<file path="src/rtl/branch_resolver.sv">
// Execute-stage branch resolution: evaluates conditional branches, returns a one-cycle
// resolution record to the IF predictor, squashes wrong-path work and counts outcomes.
module branch_resolver #(
  parameter int DATA_W       = 32,
  parameter int FLUSH_CYCLES = 2,
  parameter int CNT_W        = 32
) (
  input  logic              clk,
  input  logic              rst,
  input  logic              valid,
  input  logic              stall,
  input  logic              branch,
  input  logic              predict,
  input  logic [2:0]        funct3,
  input  logic [DATA_W-1:0] rs1_data,
  input  logic [DATA_W-1:0] rs2_data,
  input  logic [DATA_W-1:0] pc,
  input  logic [DATA_W-1:0] imm,
  input  logic              pred_taken,
  output logic [DATA_W-1:0] old_pc,
  output logic [DATA_W-1:0] old_branch_pc,
  output logic              old_predict,
  output logic              old_actual,
  output logic              old_branch,
  output logic              flush,
  output logic [CNT_W-1:0]  br_cnt,
  output logic [CNT_W-1:0]  miss_cnt
);

  typedef enum logic {IDLE, SQUASH} state_t;

  localparam logic [3:0] SQUASH_LOAD = 4'(FLUSH_CYCLES - 1);

  state_t     state_reg;
  logic [3:0] squash_cnt_reg;
  logic       cond;
  logic       capture;
  logic       mismatch;

  always_comb begin
    cond = 1'b0;
    case (funct3)
      3'b000:  cond = (rs1_data == rs2_data);
      3'b001:  cond = (rs1_data != rs2_data);
      3'b100:  cond = ($signed(rs1_data) <  $signed(rs2_data));
      3'b101:  cond = ($signed(rs1_data) >= $signed(rs2_data));
      3'b110:  cond = (rs1_data <  rs2_data);
      3'b111:  cond = (rs1_data >= rs2_data);
      default: cond = 1'b0;
    endcase
  end

  // Wrong-path instructions during SQUASH are never captured nor counted.
  assign capture  = valid & ~stall & branch & predict & (state_reg == IDLE);
  assign mismatch = cond ^ pred_taken;

  always_ff @(posedge clk or negedge rst) begin
    if (!rst) begin
      state_reg      <= IDLE;
      squash_cnt_reg <= '0;
      flush          <= 1'b0;
      old_pc         <= '0;
      old_branch_pc  <= '0;
      old_predict    <= 1'b0;
      old_actual     <= 1'b0;
      old_branch     <= 1'b0;
      br_cnt         <= '0;
      miss_cnt       <= '0;
    end else begin
      // predict/actual forced low without a record so the predictor sees no mismatch
      old_branch  <= capture;
      old_predict <= capture & pred_taken;
      old_actual  <= capture & cond;

      if (capture) begin
        old_branch_pc <= pc;
        old_pc        <= cond ? (pc + imm) : (pc + DATA_W'(4));
        if (br_cnt != {CNT_W{1'b1}})
          br_cnt <= br_cnt + CNT_W'(1);
        if (mismatch && (miss_cnt != {CNT_W{1'b1}}))
          miss_cnt <= miss_cnt + CNT_W'(1);
      end

      case (state_reg)
        IDLE: begin
          if (capture && mismatch) begin
            state_reg      <= SQUASH;
            squash_cnt_reg <= SQUASH_LOAD;
            flush          <= 1'b1;
          end
        end
        SQUASH: begin
          if (squash_cnt_reg == 4'd0) begin
            state_reg <= IDLE;
            flush     <= 1'b0;
          end else begin
            squash_cnt_reg <= squash_cnt_reg - 4'd1;
          end
        end
        default: begin
          state_reg <= IDLE;
          flush     <= 1'b0;
        end
      endcase
    end
  end

endmodule

</file>
<file path="config.mk">
export PLATFORM = sky130hd
export DESIGN_NAME = branch_resolver
export DESIGN_NICKNAME = d
export VERILOG_FILES = /design/src/rtl/branch_resolver.sv
export SDC_FILE = /design/constraint.sdc
export NUM_CORES = 1
export LEC_CHECK = 0
export BUFFER_PORTS_ARGS = -buffer_cell sky130_fd_sc_hd__buf_2
export CAP_MARGIN = 40
export CORE_MARGIN = 1.5
export CORE_UTILIZATION = 30
export DETAILED_ROUTE_END_ITERATION = 8
export PLACE_DENSITY = 0.54
export REMOVE_ABC_BUFFERS = 1
export SLEW_MARGIN = 20
export SYNTH_ARGS = -nofsm -noshare
export SYNTH_HDL_FRONTEND = slang
export SYNTH_SLANG_ARGS = --single-unit
</file>
<file path="constraint.sdc">
create_clock -name clk -period 2.9 [get_ports clk]
set_clock_uncertainty 0.15 [all_clocks]
set_input_delay 0.58 -clock clk [delete_from_list [all_inputs] [get_ports clk]]
set_output_delay 0.58 -clock clk [all_outputs]
set_load 0.05 [all_outputs]
</file>
* Yosys cells after proc, flatten, opt, wreduce, memory -nomap -nowiden
Cells that the tools add are included.
** Cells by class
- $add $sub $neg :: 5
- Eq/ne operators :: 12
- Muxes and demuxes :: 11
- Bitwise gates (word level) :: 9
- Magnitude comparators :: 4
- Reductions and logical operators :: 8
** Operator list (number)
- $add 32x1->32 const B :: 2
- $ge 32x32->1 :: 2
- $lt 32x32->1 :: 2
- $ne 32x32->1 const B :: 2
- $add 32x3->32 const B :: 1
- $add 32x32->32 :: 1
- $eq 32x32->1 :: 1
- $mux 32 :: 1
- $ne 32x32->1 :: 1
- $eq 3x3->1 const B :: 4
- $mux 4 :: 2
- $pmux 4 s2 :: 1
- $reduce_and 2->1 :: 4
- $and 1x1->1 :: 6
- $pmux 1 s6 :: 1
- $logic_not 4->1 :: 1
- $mux 1 :: 4
- $ne 2x1->1 const B :: 2
- $pmux 1 s2 :: 2
- $sub 4x1->4 const B :: 1
- $eq 3x1->1 const B :: 1
- $logic_not 3->1 :: 1
- $logic_and 1x1->1 :: 2
- $ne 2x2->1 const B :: 1
- other kinds (2) :: 3
** Storage, ports and cells
- Bits of input ports :: 138
- Output and inout bits :: 132
- Logic and storage cells :: 59
- Bits in registers :: 137

* Longest topological paths before layout
- Word-level depth :: 8
- Gate-level depth with buffers :: 14
- Mapped depth without buffers :: 13

* Least setup slack after synthesis
No wires, ideal clock.
- Path kind :: in2reg
- From :: in rs2_data[31]
- To :: reg miss_cnt[3]
- Path buffers :: 2
- Arrival :: 3.091 ns
- Data required time :: 2.603 ns
- Setup time :: 0.147 ns
- Stages on the path :: 14
- Path slack :: -0.488 ns
- Cells stage by stage :: inv_1 > ha_1 > nand4_2 > nor4_4 > nand2_1 > or2_0 > a21oi_1 > nor2_1 > a221oi_2 > buf_4 > mux2i_1 > buf_2 > nor2_1 > xor2_1
** Between the ends
- Cells in the longest elaborated chain, start to end :: 5
- Elaborated cells between the ends (all ways) :: 10
- Those cells by class :: order compare (4); eq/ne (2); mux (1); bitwise (1); reduce/logical (2)
** RTL lines
- start, declared :: RTL line 16 : input logic [DATA_W-1:0] rs2_data,
- $ge 32x32->1, or another cell as far along :: RTL line 48 : 3'b111: cond = (rs1_data >= rs2_data);
- $pmux 1 s6 (*) :: RTL line 42 : case (funct3)
- $xor 1x1->1 (*) :: RTL line 55 : assign mismatch = cond ^ pred_taken;
- $logic_and 1x1->1 (*) :: RTL line 80 : if (mismatch && (miss_cnt != {CNT_W{1'b1}}))
- $reduce_and 2->1 (no line) (*)
- end signal, assigned :: RTL line 81 : miss_cnt <= miss_cnt + CNT_W'(1);
- end, declared :: RTL line 27 : output logic [CNT_W-1:0] miss_cnt
Every way passes the cells marked *; elsewhere a longest branch is shown, timed or not.
A chain may end at the register's enable or synchronous reset.

* Worst setup path in the final report
- From :: in rs2_data[11]
- To :: reg miss_cnt[21]
The elaborated chain is that of the path after synthesis.

==> reports/qor.log <==
INFO  die            die_width=175um
INFO  global_route   global_route.usage.total=17.5%
INFO  critical_path  cp_max_fo=5
INFO  sta            tightest_slew=0.628ns
INFO  routing        drt_first_pass_iters=4
INFO  critical_path  worst-endpoint-required=3.07ns
INFO  routing        routed_via_density=4.81
INFO  die            site_row_count=62
INFO  critical_path  worst-r2r-cell-count=11
INFO  sta            fmaxAchievable=330MHz
INFO  sta            fin_tns_setup=-2.69ns
INFO  global_route   global_route_wire_length_before_repair=42800um
INFO  clock_network  master_cell_of_the_clock_root_buffer=sky130_fd_sc_hd__clkbuf_16
INFO  clock_network  cts_buffer_depth=2
INFO  critical_path  critical_path.endpoint_type=flip-flop
INFO  cells_and_area utilization=43.7%
INFO  placed_design  place_inst=1735
INFO  global_route   grt_antenna_before_repair=2
INFO  clock_network  worst_setup_hold_path_clk_slew=0.07ns
INFO  sta            grt_setup_unrepaired=true
INFO  cells_and_area areaGrowthSynthToFinish=43.0%
INFO  synthesis      ys_async_sr_fraction=100%
INFO  power_and_ir_drop power.static_leakage=6.40nW
INFO  critical_path  worstSetupPathType=input pin to flip-flop
INFO  cells_and_area finalInstanceArea=0.0126mm^2
INFO  power_and_ir_drop peakVddDrop=0.000401V
INFO  die            die_height=175um
INFO  synthesis      synthDistinctLibCells=67
INFO  routing        via_count=8548
INFO  synthesis      ys_seq_area_share=38.8%
INFO  power_and_ir_drop p_per_area=662mW/mm^2
INFO  global_route   globalRoute.totalOverflow=0
INFO  synthesis      synth_enable_flop_cells=0
INFO  routing        drt-wirelength-per-cell=15.1um
INFO  placed_design  gp_congestion=0.838
INFO  routing        antenna_left=0
INFO  routing        drt_first_iter_violations=407
INFO  critical_path  r2r_start=miss_cnt[14]
INFO  cells_and_area final-instance-count-excl-fill=1778
INFO  clock_network  cts-htree-levels=4
INFO  critical_path  setup.worst_path.start_class=input pin
INFO  synthesis      synth-main-ff-cell=sky130_fd_sc_hd__dfrtp_1
INFO  synthesis      synth-seq-cells=137
INFO  critical_path  critical_path.reg2reg.endpoint=miss_cnt[27]
INFO  global_route   grt_start_max_net_pins=63
INFO  critical_path  regToRegSetupSlack=0.15ns
INFO  synthesis      syn_area_per_cell=8.81um^2
INFO  routing        drc=0
INFO  placed_design  port-buffer-count=269
INFO  worst_hold_path min-delay-path-class=input pin to asynchronous set/reset pin
INFO  run            maxCapViolations=0
INFO  die            die_area=0.0305mm^2
INFO  sta            timing.final.crit_share=104%
INFO  clock_network  clock_latency=0.43ns
INFO  clock_network  cts.sink_count=137
INFO  clock_network  clock_tree_from_tritoncts=done
INFO  cells_and_area final_common_cell=sky130_fd_sc_hd__buf_2
INFO  routing        total_wire_length=26900um
INFO  placed_design  dp.final_hpwl=20400um
INFO  synthesis      yosysWarningCount=0
INFO  sta            timing.final.crit_period=3.03ns
INFO  cells_and_area design.final.nets=1586
INFO  cells_and_area layout.cells.most_common_list=sky130_fd_sc_hd__buf_2 (259), sky130_fd_sc_hd__nand2_1 (178), sky130_fd_sc_hd__dfrtp_1 (137)
INFO  global_route   first_global_vias=8233
INFO  sta            final-max-slew-violation-count=0
INFO  die            io_pins=270
INFO  sta            relSlewSlack=58.1%
INFO  clock_network  cts_buffers=17
INFO  die            initial_util=30.6%
INFO  power_and_ir_drop fin_total_pwr=8.35mW
INFO  sta            report.final.setup_viol=46
INFO  die            core_box_area=0.0289mm^2
INFO  placed_design  detailed_place.area=0.0114mm^2
INFO  sta            hold_viol_final=0
INFO  outcome        outcome=finished with violations
INFO  cells_and_area drive_gt1_share=36.0%
INFO  sta            final.setup.worst_slack=-0.126ns
INFO  outcome        violations=setup timing
INFO  synthesis      synthCells=1002
INFO  critical_path  timing.critical_path.arrival=3.19ns
INFO  synthesis      synthesis.area=0.00882mm^2
what timing repair did:
item / CTS / global route
buffers inserted: 9 / 1
gates resized for setup: 72 / 34
gates cloned: 0 / 0
hold buffers: 0 / 0
endpoints found under the setup margin: 60 / 63
pin swaps: 37 / 24
cells by family (layout without fill, tap and decap cells):
kind of cell | after synthesis | count (layout) | synth area share, %
xor gates and xnor gates | 118 | 118 | 11.8
and+or+nand+nor | 402 | 402 | 21.6
DFF | 137 | 137 | 38.8
other | 0 | 2 | 0
muxes | 9 | 9 | 1.09
adders and majority gates | 69 | 69 | 9.87
AOI/OAI and AO/OA | 181 | 181 | 13.1
buffers and inverters | 86 | 476 | 3.76
layout make-up:
type / instances / area, um^2
inverters: 59 / 224
clock inverters: 15 / 145
flip-flops and latches: 137 / 3430
multi-input cells: 779 / 5520
diodes: 2 / 5.00
clock buffers: 17 / 425
repair buffers: 385 / 2400
fillers: 2928 / 16200
well taps: 384 / 480
power breakdown:
group          leakage, nW  total (mW)  switching [mW]  internal [mW]
combinational         4.34        3.53            2.48           1.05
clock                0.278        2.19            1.04           1.15
sequential            1.78        2.64           0.288           2.35
total                 6.40        8.35            3.81           4.54
worst max-delay path, stage by stage:
cell	delay [ns]
sky130_fd_sc_hd__buf_2	0.09
sky130_fd_sc_hd__inv_2	0.04
sky130_fd_sc_hd__ha_4	0.26
sky130_fd_sc_hd__nand4_1	0.19
sky130_fd_sc_hd__a2111o_1	0.41
sky130_fd_sc_hd__o211ai_1	0.12
sky130_fd_sc_hd__a21oi_2	0.11
sky130_fd_sc_hd__mux2i_2	0.17
sky130_fd_sc_hd__a221oi_4	0.30
sky130_fd_sc_hd__buf_12	0.17
sky130_fd_sc_hd__mux2_4	0.16
sky130_fd_sc_hd__or4b_4	0.45
sky130_fd_sc_hd__xnor2_1	0.13
Yosys cell counts, types with 8 or more instances:
master | number | area [um^2]
sky130_fd_sc_hd__clkbuf_1 | 21 | 78.8
sky130_fd_sc_hd__o211ai_1 | 8 | 60.1
sky130_fd_sc_hd__a21oi_1 | 55 | 275
sky130_fd_sc_hd__and3_1 | 18 | 113
sky130_fd_sc_hd__nand4_1 | 29 | 181
sky130_fd_sc_hd__nand2_1 | 180 | 676
sky130_fd_sc_hd__dfrtp_1 | 137 | 3430
sky130_fd_sc_hd__nor4_1 | 8 | 50.1
sky130_fd_sc_hd__inv_1 | 59 | 221
sky130_fd_sc_hd__o21ai_0 | 45 | 225
sky130_fd_sc_hd__nand3_1 | 41 | 205
sky130_fd_sc_hd__nor3_1 | 13 | 65.1
sky130_fd_sc_hd__xnor2_1 | 73 | 639
sky130_fd_sc_hd__ha_1 | 68 | 851
sky130_fd_sc_hd__a21o_1 | 17 | 128
sky130_fd_sc_hd__xor2_1 | 44 | 385
sky130_fd_sc_hd__nand2b_1 | 8 | 50.1
sky130_fd_sc_hd__nor2_1 | 68 | 255
worst max-delay path by stage:
stage,from,cells after the start,slack [ns],endpoint
2_1_floorplan,rs2_data[1],12,-2.54,miss_cnt[16]
3_3_place_gp,pc[0],15,-0.66,old_pc[26]
3_5_place_dp,pc[0],15,-0.70,old_pc[30]
4_1_cts,rs2_data[1],14,-0.06,miss_cnt[21]
5_1_grt,rs2_data[1],16,-0.19,old_pc[17]
6_report,rs2_data[11],13,-0.13,miss_cnt[21]
per-stage QoR:
step / hold WS (ns) / setup WS (ns)
after floorplan: 0.134 / -2.54
after global placement: 0.304 / -0.664
after detailed placement: 0.306 / -0.698
after CTS: 0.0136 / -0.0596
after global routing: 0.0403 / -0.188
final: 0.0000914 / -0.126
per-layer routing:
layer | GRT usage, % | vias up | routed length, um
li1 | - | 4258 | -
met1 | 23.0 | 4069 | 12500
met2 | 29.8 | 197 | 12900
met3 | 2.84 | 24 | 1110
met4 | 4.49 | 0 | 386
met5 | 0 | - | 0
(Power assumes the default switching activity.)
